**src/rtl/rs_pkg.sv**
```systemverilog
// GF(2^8) helpers and sequencer state encoding shared by the syndrome
// sequencer and its per-syndrome cells.
package rs_pkg;

  localparam int         GF_M    = 8;
  localparam logic [8:0] GF_POLY = 9'h11D;

  typedef enum logic [1:0] {
    ST_IDLE = 2'd0,
    ST_ACC  = 2'd1,
    ST_HOLD = 2'd2
  } seq_state_t;

  // Multiply by alpha (x) with reduction modulo the field polynomial.
  function automatic logic [GF_M-1:0] gf_xtime(input logic [GF_M-1:0] a);
    gf_xtime = {a[GF_M-2:0], 1'b0} ^ (a[GF_M-1] ? GF_POLY[GF_M-1:0] : '0);
  endfunction

  // alpha^k, evaluated at elaboration for constant roots.
  function automatic logic [GF_M-1:0] gf_pow(input int k);
    logic [GF_M-1:0] r;
    r = 8'h01;
    for (int i = 0; i < (k % 255); i++) r = gf_xtime(r);
    return r;
  endfunction

  // Constant times variable: with a constant first operand this folds into
  // a fixed 8x8 XOR matrix applied to x.
  function automatic logic [GF_M-1:0] gf_cmul(input logic [GF_M-1:0] c,
                                              input logic [GF_M-1:0] x);
    logic [GF_M-1:0] acc;
    logic [GF_M-1:0] sh;
    acc = '0;
    sh  = x;
    for (int i = 0; i < GF_M; i++) begin
      if (c[i]) acc = acc ^ sh;
      sh = gf_xtime(sh);
    end
    return acc;
  endfunction

endpackage

```
**src/rtl/rs_syn_cell.sv**
```systemverilog
// One syndrome accumulator: Horner step S <= S*alpha^ROOT ^ sym, or a
// fresh load of the first symbol of a frame.
module rs_syn_cell
  import rs_pkg::*;
#(
  parameter int ROOT = 0
) (
  input  logic            clk,
  input  logic            rst,
  input  logic            load,
  input  logic            en,
  input  logic [GF_M-1:0] sym,
  output logic [GF_M-1:0] s,
  output logic [GF_M-1:0] s_next
);

  localparam logic [GF_M-1:0] ROOT_VAL = gf_pow(ROOT);

  // Next accumulator value; exposed so the parent can flag all-zero early.
  always_comb begin
    s_next = s;
    if (load)    s_next = sym;
    else if (en) s_next = gf_cmul(ROOT_VAL, s) ^ sym;
  end

  // Accumulator register.
  always_ff @(posedge clk or posedge rst) begin
    if (rst) s <= '0;
    else     s <= s_next;
  end

endmodule

```
**src/rtl/rs_syndrome_seq.sv**
```systemverilog
// Reed-Solomon syndrome sequencer: frames incoming symbols, drives a bank of
// Horner accumulators and holds the finished syndrome vector for handoff.
module rs_syndrome_seq
  import rs_pkg::*;
#(
  parameter int N     = 255,
  parameter int TWO_T = 16,
  parameter int FCR   = 0
) (
  input  logic               clk,
  input  logic               rst,
  input  logic               in_valid,
  output logic               in_ready,
  input  logic [7:0]         in_sym,
  input  logic               in_sop,
  output logic               syn_valid,
  input  logic               syn_ready,
  output logic [8*TWO_T-1:0] syn_data,
  output logic               syn_zero,
  output logic               frame_err
);

  localparam int               CNT_W    = $clog2(N + 1);
  localparam logic [CNT_W-1:0] LAST_CNT = CNT_W'(N - 1);

  seq_state_t         state, state_next;
  logic [CNT_W-1:0]   cnt, cnt_next;
  logic               load, en, err_next, finish, accept;
  logic [8*TWO_T-1:0] s_next_all;

  assign accept = in_valid & in_ready;
  assign finish = en && (cnt == LAST_CNT);

  genvar j;
  generate
    for (j = 0; j < TWO_T; j++) begin : g_cell
      rs_syn_cell #(.ROOT(FCR + j)) u_cell (
        .clk    (clk),
        .rst    (rst),
        .load   (load),
        .en     (en),
        .sym    (in_sym),
        .s      (syn_data[8*j +: 8]),
        .s_next (s_next_all[8*j +: 8])
      );
    end
  endgenerate

  // Next-state, counter and accumulator control; HOLD forwards syn_ready to
  // in_ready so a new frame can start in the handshake cycle.
  always_comb begin
    state_next = state;
    cnt_next   = cnt;
    load       = 1'b0;
    en         = 1'b0;
    err_next   = 1'b0;
    in_ready   = 1'b1;
    syn_valid  = 1'b0;
    case (state)
      ST_IDLE: begin
        if (accept) begin
          if (in_sop) begin
            load       = 1'b1;
            cnt_next   = CNT_W'(1);
            state_next = ST_ACC;
          end else begin
            err_next = 1'b1;
          end
        end
      end
      ST_ACC: begin
        if (accept) begin
          if (in_sop) begin
            err_next = 1'b1;
            load     = 1'b1;
            cnt_next = CNT_W'(1);
          end else begin
            en       = 1'b1;
            cnt_next = cnt + CNT_W'(1);
            if (cnt == LAST_CNT) state_next = ST_HOLD;
          end
        end
      end
      ST_HOLD: begin
        in_ready  = syn_ready;
        syn_valid = 1'b1;
        if (syn_ready) begin
          state_next = ST_IDLE;
          cnt_next   = '0;
          if (accept) begin
            if (in_sop) begin
              load       = 1'b1;
              cnt_next   = CNT_W'(1);
              state_next = ST_ACC;
            end else begin
              err_next = 1'b1;
            end
          end
        end
      end
      default: state_next = ST_IDLE;
    endcase
  end

  // State and symbol counter registers.
  always_ff @(posedge clk or posedge rst) begin
    if (rst) begin
      state <= ST_IDLE;
      cnt   <= '0;
    end else begin
      state <= state_next;
      cnt   <= cnt_next;
    end
  end

  // All-zero flag captured with the final accumulator update, plus the
  // one-cycle framing error pulse.
  always_ff @(posedge clk or posedge rst) begin
    if (rst) begin
      syn_zero  <= 1'b0;
      frame_err <= 1'b0;
    end else begin
      frame_err <= err_next;
      if (finish) syn_zero <= ~|s_next_all;
    end
  end

endmodule

```
**config.mk**
```make
export PLATFORM = sky130hd
export DESIGN_NAME = rs_syndrome_seq
export DESIGN_NICKNAME = d
export VERILOG_FILES = /design/src/rtl/rs_pkg.sv /design/src/rtl/rs_syn_cell.sv /design/src/rtl/rs_syndrome_seq.sv
export SDC_FILE = /design/constraint.sdc
export NUM_CORES = 1
export LEC_CHECK = 0
export ABC_AREA = 1
export BUFFER_PORTS_ARGS = -buffer_cell sky130_fd_sc_hd__buf_2
export CORE_MARGIN = 2
export CORE_UTILIZATION = 52
export DETAILED_ROUTE_END_ITERATION = 7
export GPL_ROUTABILITY_DRIVEN = 1
export PLACE_DENSITY = 0.72
export SETUP_SLACK_MARGIN = 0.4
export SLEW_MARGIN = 20
export SYNTH_ARGS = -nofsm -noshare
export SYNTH_HDL_FRONTEND = slang
export SYNTH_SLANG_ARGS = --single-unit
```
**constraint.sdc**
```tcl
create_clock -name clk -period 10.15 [get_ports clk]
set_clock_uncertainty 0.05 [all_clocks]
set_input_delay 0 -clock clk [delete_from_list [all_inputs] [get_ports clk]]
set_output_delay 0 -clock clk [all_outputs]
set_load 0.05 [all_outputs]
```
==> results of run 1 <==
==> worst reg2reg max path, delay by kind of cell (launching register included) <==
| kind | cells | cell delay [ps] |
|---|---|---|
| AND/OR/NAND/NOR | 15 | 1810 |
| adder cells (fa/ha/maj) | 1 | 260 |
| flip-flops | 1 | 410 |
| buffers and inverters | 3 | 1560 |
==> logic make-up after synthesis <==
family          count (synthesis)
simple gates                 1579
flops                         140
buf+inv                       319
fa+ha+maj                       7
xor+xnor                       95
compound gates                135
==> final timing paths <==
path                                          end  depth (start not counted)
setup / recovery                         syn_zero                         19
setup reg to reg                         syn_zero                         19
min in group asynchronous   g_cell[5].u_cell.s[3]                          3
hold / removal              g_cell[2].u_cell.s[1]                          7
max in group asynchronous  g_cell[14].u_cell.s[3]                          4
hold reg to reg                            cnt[3]                          1
==> cell type report <==
type,count,area share
multi-input cells,1816,0.565
inverters,225,0.0597
well taps,324,0.0285
flip-flops and latches,140,0.246
repair buffers,156,0.0575
clock buffers,18,0.0301
clock inverters,14,0.0129
==> sequential cells by signal (all words and copies together) (netlist names) <==
register	cells
frame_err	1
cnt	8
state	2
syn_zero	1
g_cell.u_cell.s	128
==> synth_stat cells, types with 2 or more instances <==
master / count / area [um2]
nand2_1: 1109 / 4160
nand3_1: 268 / 1340
inv_1: 219 / 822
nor2_1: 156 / 586
dfrtp_1: 140 / 3500
a21oi_1: 86 / 430
buf_2: 53 / 265
xnor2_1: 47 / 412
xor2_1: 47 / 412
clkbuf_1: 27 / 101
o21ai_0: 26 / 130
nand4_1: 17 / 106
o21ai_1: 12 / 60.1
buf_4: 10 / 75.1
nand3b_1: 10 / 75.1
ha_1: 7 / 87.6
nor2_2: 4 / 25.0
nor3_1: 4 / 20.0
o21bai_1: 4 / 30.0
buf_1: 3 / 11.3
clkinv_1: 3 / 11.3
inv_2: 3 / 11.3
nand2_2: 3 / 18.8
o22ai_1: 3 / 18.8
a21boi_0: 2 / 15.0
or2_2: 2 / 12.5
==> layer usage <==
metal	global-route usage	vias to the layer above	wire, um
met3	0.0514	119	4810
met5	0	-	0
met1	0.489	6767	19100
met2	0.563	831	20600
met4	0.135	0	1620
li1	-	7209	-
==> metrics by stage <==
stage	instance area [um2]	setup WS [ps]	hold slack [ps]	utilization	instances
after floorplan	12800	6350	171	-	2275
after global placement	13600	6270	168	0.559	2658
after detailed placement	13600	6140	169	0.559	2658
after CTS	14200	6130	63.2	0.585	2693
after global routing	14200	5640	137	0.585	2693
final	14200	5970	60.4	0.585	2693
==> what timing repair did <==
action / CTS / global route
hold buffers: 3 / 0
resized for setup: 0 / 0
endpoints found under the hold margin: 85 / 0
==> results.md, run 1 <==
- Mux cell area share after synthesis: 0
- Crit Path Max Fanout: 79
- Reg-to-reg startpoint: state[0]
- H-tree levels: 4
- Clock slew at reported path FFs: 70 ps
- Number of synthesized flops with an enable pin: 0
- R2R setup slack: 5970 ps
- Starting Density: 0.528
- Largest stage delay, worst path: 840 ps
- Most common cell after layout, fill and taps aside: nand2_1
- Port Buf Inserts: 144
- Setup bufs post-CTS: 0
- Row count: 57
- Iteration-0 DRC Markers: 1708
- CP delay by family, top: simple AND/OR/NAND/NOR gates
- Most frequent cells in the layout: nand2_1, nand3_1, inv_1, nor2_1, buf_2
- Syn Area/Cell: 5.65 um2
- Bufs on Longest Clock Path: 2
- Grt total ovfl: 0
- Multi-input logic area: 8050 um2
- DIE AREA: 26000 um2
- Die W: 161 um
- CP Launch Point: state[0]
- CTS tree: built
- Post-Synth Adder-Cell Area: 0.00682
- Slew headroom: 0.236
- GPL Wtd Cong: 0.944
- Final min period: 4180 ps
- Diode count: 0
- Via density: 5.54
- Fmax: 239 MHz
- Async set-reset flop share out of synthesis: 1.00
- Final period utilization: 0.412
- Top_reg_cell synth: dfrtp_1
- Vias in the first global route: 13415
- Fillers: 2466
- WL per Instance: 17.1 um
- Final setup TNS: 0 ps
- Worst hold path type: in -> reg
- Clock Latency Late Sink: 440 ps
- GR Util All Layers: 0.354
- Critical path buffers and inverters: 3
- Final Max Tran Viols: 0
- Area Overhead vs Synth: 10.8%
- IO Pins: 145
- Clock net sink count: 140
- Via count: 14926
- Worst path cell trace: inv_1 -> ha_1 -> nand2_2 -> nand2_1 -> nor2_4 -> buf_4 -> buf_4 -> nand2_1 -> nor2_1 -> nor2_1 -> nor2_1 -> nand2_1 -> nor2_1 -> nand2_1 -> nor2_1 -> nand3_1 -> nor3_2 -> nand3_1 -> nand2_1
- FF+latch area: 3500 um2
- Largest net degree at the start of global routing: 86
- Synth Area in XOR/XNOR: 0.0658
- Netlist Area Pre-Place: 12800 um2
- Synth Area in Simple Gates: 0.498
- DR pass1 iterations: 6
- Min-delay src: syn_ready
- # Max-Cap Violations: 0
- Largest family of logic cells by synthesized area: simple AND/OR/NAND/NOR gates
- Status: completed
- Die Y: 161 um
- Final setup viols: 0
- Share of layout cells above drive strength 1: 0.0844
- Final hold vios: 0
- Final ANT Viol Nets: 0
- Unrepaired setup endpoints after global routing: no
- Worst EP arrival: 4500 ps
- Worst-Margin Slew: 1140 ps
- Synth Warn #: 0
- Crit path launch type: register
- WL final: 46100 um
- Post-Syn Nets: 2295
- Post-DP HPWL: 31000 um
- Root buf cell: clkbuf_16
- DR DRC count: 0
- Compound-cell area share of the yosys netlist: 0.0545
- Initial antenna violation count: 0
- Synth Register Bits: 140
- Slowest-stage cell, CP: buf_4
- Core area: 24300 um2
- Final nets: 2376
- Netlist cell types: 36
- CTS Buf Count: 17
- Critical path class: reg -> reg
- Worst endpoint required time: 10470 ps
- Register area share after synthesis: 0.273
- First-pass GRT wire length: 72300 um
- CP Capture Type: register
- Mapped Cells: 2275
Power of run 1 is not shown: default switching activity piles up to over one toggle a cycle in this logic, so the estimate is an artifact.
==> run 2: changes to the inputs <==
--- a/config.mk
+++ b/config.mk
@@ -11,7 +11,7 @@
 export CORE_UTILIZATION = 52
 export DETAILED_ROUTE_END_ITERATION = 7
 export GPL_ROUTABILITY_DRIVEN = 1
-export PLACE_DENSITY = 0.72
+export PLACE_DENSITY = 0.75
 export SETUP_SLACK_MARGIN = 0.4
 export SLEW_MARGIN = 20
 export SYNTH_ARGS = -nofsm -noshare
==> constraint.sdc (replaced) <==
create_clock -name clk -period 3.7 [get_ports clk]
set_clock_uncertainty 0.05 [all_clocks]
set_input_delay 0 -clock clk [delete_from_list [all_inputs] [get_ports clk]]
set_output_delay 0 -clock clk [all_outputs]
set_load 0.05 [all_outputs]
==> run 2 against run 1 <==
  * Via count up 3.4%
  * Critical endpoint unchanged
  * Critical path type unchanged
  * Wire length up 6.5%
  * Worst hold slack worse by 5.2 ps
  * Utilization up 1.7 points
  * Flip-flop and latch count unchanged
  * Global-route usage up 1.6 points
==> results.md, run 2 (synthesis gave the netlist of run 1 again) <==
- Status: completed
- Via density: 5.67 (+2.2%)
- Die W: 161 um (unchanged)
- Final setup viols: 0 (unchanged)
- DR pass1 iterations: 6 (unchanged)
- Clock net sink count: 140 (unchanged)
- Root buf cell: clkbuf_16
- Post-DP Area: 13900 um2 (+1.9%)
- CP delay by family, top: simple AND/OR/NAND/NOR gates
- DIE AREA: 26000 um2 (unchanged)
- Worst EP arrival: 3460 ps (-1040 ps)
- Final min period: 3140 ps (-1040 ps)
- Unrepaired setup endpoints after global routing: no
- Largest stage delay, worst path: 430 ps (-410 ps)
- Largest reg by FF count: g_cell.u_cell.s
- Area Overhead vs Synth: 14.0%
- Hold Path Depth: 3 (-4)
- CTS tree: built
- Slew headroom: 0.398 (+0.162)
- Critical path buffers and inverters: 3 (unchanged)
- DR DRC count: 0 (unchanged)
- Final period utilization: 0.848 (+0.437)
- R2R setup slack: 560 ps (-5410 ps)
- Vias in the first global route: 13634 (+1.6%)
- Bufs on Longest Clock Path: 2 (unchanged)
- Crit path launch type: register
- Final hold vios: 0 (unchanged)
- Worst-Margin Slew: 902 ps (-242 ps)
- Grt total ovfl: 0 (unchanged)
- Reg-to-reg startpoint: state[1]
- Worst hold path type: in -> reg
- WL final: 49100 um (+6.5%)
- Reg2Reg Depth: 17 (-2)
- Core area: 24300 um2 (unchanged)
- GPL Wtd Cong: 0.996 (+5.6%)
- Min-delay src: in_sym[4]
- Final nets: 2407 (+1.3%)
- Row count: 57 (unchanged)
- Iteration-0 DRC Markers: 2037 (+19%)
- H-tree levels: 4 (unchanged)
- Die Y: 161 um (unchanged)
- First-pass GRT wire length: 75000 um (+3.8%)
- Port Buf Inserts: 144 (unchanged)
- Clock Latency Late Sink: 430 ps (about the same)
- Starting Density: 0.528 (unchanged)
- Largest net degree at the start of global routing: 79 (-8.1%)
- Reg2reg end: syn_zero
- Crit Path Max Fanout: 35 (-56%)
- Min Hold Slack: 55.2 ps (-5.20 ps)
- Final ANT Viol Nets: 0 (unchanged)
- Post-DP HPWL: 34400 um (+11%)
- IO Pins: 145 (unchanged)
- Critical path class: reg -> reg
- Most common cell after layout, fill and taps aside: nand2_1
- Fin area: 14600 um2 (+2.9%)
- Slowest-stage cell, CP: nor2_1
- Share of layout cells above drive strength 1: 0.0979 (+0.0135)
- Diode count: 0 (unchanged)
- Worst endpoint required time: 4020 ps (-6450 ps)
- Via count: 15434 (+3.4%)
- Worst path cell trace: inv_1 -> ha_1 -> inv_2 -> nor2_2 -> nand3_4 -> buf_6 -> nor2_1 -> nand2_1 -> nand2_1 -> nor2_1 -> nor2_1 -> nand3_1 -> nor2_1 -> nand2_1 -> nor2_1 -> nand3_1 -> nand2_1
- CTS Buf Count: 17 (unchanged)
- Top Registers: g_cell.u_cell.s (128), cnt (8), state (2)
- CP Capture Type: register
- Fmax: 319 MHz (+33%)
- Clock slew at reported path FFs: 60 ps (about the same)
- GR Util All Layers: 0.370 (+0.0159)
- # Max-Cap Violations: 0 (unchanged)
- WL per Instance: 18.0 um (+5.3%)
- Final setup TNS: 0 ps (unchanged)
- Final Max Tran Viols: 0 (unchanged)
- Largest register FFs: 128 (unchanged)
- Initial antenna violation count: 0 (unchanged)
- Most frequent cells in the layout: nand2_1, nand3_1, inv_1, nor2_1, buf_2
- Crit-path most repeated cell: nor2_1
- Hold Path Sink: g_cell[0].u_cell.s[4]
-- run 2: cell count changes in the layout (fill, tap and decap cells not counted), moves of 2 or more --
| cell | previous run | this run |
|---|---|---|
| buf_12 | 0 | 5 |
| nor2_4 | 2 | 4 |
| clkinv_2 | 0 | 2 |
| bufinv_16 | 3 | 6 |
| buf_4 | 9 | 32 |
| clkbuf_16 | 17 | 19 |
| nor2_1 | 156 | 154 |
| inv_6 | 6 | 2 |
-- run 2: layer usage --
metal  track usage  share of wire  vias up
met4         0.159          0.043        0
li1              -              -     7270
met5             0              0        -
met3        0.0791           0.13      151
met1         0.504           0.40     7073
met2         0.569           0.43      940
-- run 2: worst reg2reg max path: stages, from the launching register on --
cell and delay (ps):
dfrtp_1 400, inv_1 120, ha_1 270, inv_2 80, nor2_2 160, nand3_4 280
buf_6 340, nor2_1 440, nand2_1 100, nand2_1 90, nor2_1 50, nor2_1 100
nand3_1 80, nor2_1 180, nand2_1 80, nor2_1 90, nand3_1 90, nand2_1 60
-- run 2: how the worst max path moves through the flow --
stage               startpoint       end  slack [ps]  cells past startpoint
finish                state[1]  syn_zero         560                     17
global route          state[1]  syn_zero         400                     18
CTS                   state[0]  syn_zero         500                     16
detailed placement    state[0]  syn_zero         540                     16
global placement     in_sym[1]  syn_zero         640                     15
floorplan             state[0]  syn_zero         780                     17
-- run 2: layout make-up --
type | instances | area (um2)
clock buffer | 18 | 429
clock inverter | 14 | 241
fill | 2393 | 9680
inverter | 225 | 848
multi-input combinational | 1816 | 8060
sequential | 140 | 3500
tap | 324 | 405
timing repair buffer | 187 | 1150
-- run 2: timing repair --
| item | CTS | global route |
|---|---|---|
| setup endpoints to repair | 0 | 1 |
| hold endpoints to repair | 35 | 0 |
| buffers inserted | 0 | 2 |
| resized for setup | 0 | 7 |
| hold buffers | 3 | 0 |
-- run 2: through the flow --
stage | setup slack [ps] | utilization | std cells
2_1_floorplan | 782 | - | 2275
3_3_place_gp | 638 | 0.570 | 2685
3_5_place_dp | 537 | 0.570 | 2685
4_1_cts | 496 | 0.599 | 2720
5_1_grt | 399 | 0.602 | 2724
6_report | 561 | 0.602 | 2724
Power of run 2 is left out for the same reason.
==> run 3: changes to the inputs <==
--- a/config.mk
+++ b/config.mk
@@ -5,13 +5,13 @@
 export SDC_FILE = /design/constraint.sdc
 export NUM_CORES = 1
 export LEC_CHECK = 0
-export ABC_AREA = 1
+export ABC_AREA = 0
 export BUFFER_PORTS_ARGS = -buffer_cell sky130_fd_sc_hd__buf_2
 export CORE_MARGIN = 2
 export CORE_UTILIZATION = 52
 export DETAILED_ROUTE_END_ITERATION = 7
 export GPL_ROUTABILITY_DRIVEN = 1
-export PLACE_DENSITY = 0.75
+export PLACE_DENSITY = 0.76
 export SETUP_SLACK_MARGIN = 0.4
 export SLEW_MARGIN = 20
 export SYNTH_ARGS = -nofsm -noshare
==> constraint.sdc (replaced) <==
create_clock -name clk -period 2.75 [get_ports clk]
set_clock_uncertainty 0.05 [all_clocks]
set_input_delay 0 -clock clk [delete_from_list [all_inputs] [get_ports clk]]
set_output_delay 0 -clock clk [all_outputs]
set_load 0.05 [all_outputs]
==> run 3 against run 2 <==
  * The run now ends with negative hold slack, negative setup slack left
  * Fmax shrank 16%
  * Register-to-register slack lost 1600 ps
  * Setup slack lost 1600 ps
  * Via count shrank 10%
  * Critical path type unchanged
  * Largest cell class unchanged
==> results.md, run 3 <==
- Status: complete, but fails checks
- Violated checks: negative hold slack, negative setup slack
- Most frequent cells in the layout: buf_4, xnor2_1, buf_2, dfrtp_1, o21ai_0
- Vias in the first global route: 11925 (-13%)
- Share of layout cells above drive strength 1: 0.400 (+0.303)
- Top Registers: g_cell.u_cell.s (128), cnt (8), state (2)
- Initial antenna violation count: 2 (+2)
- Bufs on Longest Clock Path: 2 (unchanged)
- Clock power share: 0.117
- Most common cell after layout, fill and taps aside: buf_4
- # Max-Cap Violations: 0 (unchanged)
- Worst-Margin Slew: 850 ps (-51.5 ps)
- Register area share after synthesis: 0.329 (+0.0564)
- Internal Power: 10.6 mW
- Sequential power share: 0.176
- Slowest-stage cell, CP: nand4_1
- Fin worst setup slack: -1000 ps (-1560 ps)
- Number of synthesized flops with an enable pin: 0 (unchanged)
- Net Sw Frac: 0.537
- Worst EP arrival: 4080 ps (+620 ps)
- Slew headroom: 0.429 (+0.0316)
- CTS Buf Count: 17 (unchanged)
- Final nets: 1675 (-30%)
- Netlist cell types: 79 (+120%)
- IO Pins: 145 (unchanged)
- Iteration-0 DRC Markers: 2482 (+22%)
- Final period utilization: 1.36 (+0.515)
- Worst endpoint required time: 3080 ps (-940 ps)
- Comb pwr share: 0.707
- DR pass1 iterations: 7 (+1)
- Final setup TNS: -1070 ps (-1070 ps)
- First-pass GRT wire length: 68700 um (-8.5%)
- Crit Path Max Fanout: 15 (-57%)
- Synth area leader: dfrtp_1
- H-tree levels: 4 (unchanged)
- Worst hold path type: in -> reg
- Row count: 52 (-8.8%)
- CTS tree: built
- CP Capture Type: register
- Ranking of synthesized cells by area: dfrtp_1, xnor2_1, o21ai_0, a22oi_1, xor2_1
- Top-count cell post-synth: xnor2_1
- GR Util All Layers: 0.412 (+0.0419)
- Post-DP Area: 13200 um2 (-4.7%)
- Diode count: 0 (unchanged)
- Post-Syn Nets: 1284 (-44%)
- Final ANT Viol Nets: 0 (unchanged)
- Final min period: 3750 ps (+612 ps)
- Synth Warn #: 0 (unchanged)
- Peak supply drop: 0.727 mV
- Layout Utilization: 0.795 (+0.193)
- WL per Instance: 28.4 um (+57%)
- Grt total ovfl: 0 (unchanged)
- Core area: 20200 um2 (-17%)
- Root buf cell: clkbuf_16
- Largest net degree at the start of global routing: 55 (-30%)
- Leak pwr: 6.92 nW
- Final hold vios: 1 (+1)
- Starting Density: 0.528 (about the same)
- Die Y: 147 um (-8.7%)
- Via count: 13841 (-10%)
- Largest reg by FF count: g_cell.u_cell.s
- Synth Register Bits: 140 (unchanged)
- Port Buf Inserts: 144 (unchanged)
- Unrepaired setup endpoints after global routing: yes
- Final Max Tran Viols: 0 (unchanged)
- Clock Latency Late Sink: 440 ps (about the same)
- Via density: 7.14 (+26%)
- Top cell type's share of synthesized area: 0.329 (+0.00506)
- Top_reg_cell synth: dfrtp_1
- Post-DP HPWL: 30700 um (-11%)
- Clock net sink count: 140 (unchanged)
- Crit path launch type: register
- Min Hold Slack: -4.88 ps (-60.1 ps)
- Fin area: 16000 um2 (+9.6%)
- Largest register FFs: 128 (unchanged)
- Total Power: 22.9 mW
- Async set-reset flop share out of synthesis: 1.00 (unchanged)
- Mapped Cells: 1264 (-44%)
- Netlist Area Pre-Place: 10600 um2 (-17%)
- Power per Cell Area: 1420 nW/um2
- Final setup viols: 3 (+3)
- Sw Pwr: 12.3 mW
- DR DRC count: 0 (unchanged)
- R2R setup slack: -1000 ps (-1560 ps)
- Fmax: 267 MHz (-16%)
- DIE AREA: 21600 um2 (-17%)
- Die W: 147 um (-8.7%)
- Fillers: 1121 (-53%)
- Clock slew at reported path FFs: 60 ps (about the same)
- Area Overhead vs Synth: 50.7%
- List of most frequent post-synthesis cells: xnor2_1, o21ai_0, dfrtp_1
- Syn Area/Cell: 8.42 um2 (+49%)
- Critical path class: reg -> reg
- GPL Wtd Cong: 0.994 (-0.28%)
- Largest stage delay, worst path: 480 ps (+50 ps)
- Post-place setup slack: -1250 ps (-1790 ps)
- Worst path cell trace: buf_6 -> ha_4 -> and2b_4 -> or3_4 -> buf_12 -> buf_4 -> buf_8 -> a32o_1 -> a21o_1 -> nor4_1 -> nand4_1 -> nor4bb_4 -> a32o_2
- WL final: 55000 um (+12%)
==> run 3: worst paths after layout <==
kind | from | end | cells after the start
max | state[1] | syn_zero | 13
min | in_valid | frame_err | 4
max reg2reg | state[1] | syn_zero | 13
min reg2reg | cnt[6] | cnt[6] | 1
max in group asynchronous | rst | g_cell[0].u_cell.s[7] | 4
min in group asynchronous | rst | g_cell[4].u_cell.s[1] | 3
==> run 3: power by group through the flow <==
stage | Sequential (mW) | Combinational [mW] | Clock, mW
floorplan | 6.28 | 6.96 | 0
global placement | 3.86 | 13.3 | 0
detailed placement | 3.90 | 13.6 | 0
CTS | 3.87 | 14.1 | 2.62
global route | 4.06 | 16.6 | 2.73
finish | 4.03 | 16.2 | 2.68
==> run 3: cell families after synthesis <==
logic type      count (synthesis)  share of synthesized area
mux                            15                     0.0152
flops                         140                      0.329
compound gates                429                      0.257
fa+ha+maj                       7                    0.00823
simple gates                  323                      0.152
buf+inv                       152                     0.0643
xor+xnor                      198                      0.174
==> run 3: per-stage QoR <==
stage	cells	hold WS [ps]
after detailed placement	1799	92.1
after floorplan	1264	78.0
after CTS	1876	1.81
after global placement	1799	89.3
final	1938	-4.88
after global routing	1938	24.6
==> run 3: area by class of cell <==
type,count,area (um2),share of cell area
clock buffer,22,464,0.0289
tap,270,338,0.0211
sequential,140,3510,0.219
clock inverter,10,185,0.0115
inverter,29,118,0.00733
multi-input combinational,973,7240,0.451
timing repair buffer,494,4190,0.261
==> run 3: critical path: cells and delay by family, from the launching register on <==
family	cells	cell delay [ps]
AND/OR/NAND/NOR	5	1840
AO/OA/AOI/OAI	3	630
buffers and inverters	4	590
flip-flops	1	420
adder cells (fa/ha/maj)	1	150
==> run 3: per-layer routing <==
metal / part of all wire / global-route usage
met4: 0.095 / 0.243
met1: 0.32 / 0.531
met3: 0.17 / 0.110
met5: 0.00029 / 0
met2: 0.42 / 0.623
==> run 3: what timing repair did <==
item	4_1_cts	5_1_grt
hold buffers	9	0
hold endpoints to repair	35	0
gates cloned	9	11
setup endpoints to repair	84	90
pin swaps	15	48
setup buffers	27	52
gates resized for setup	95	190
(Power assumes the default switching activity.)
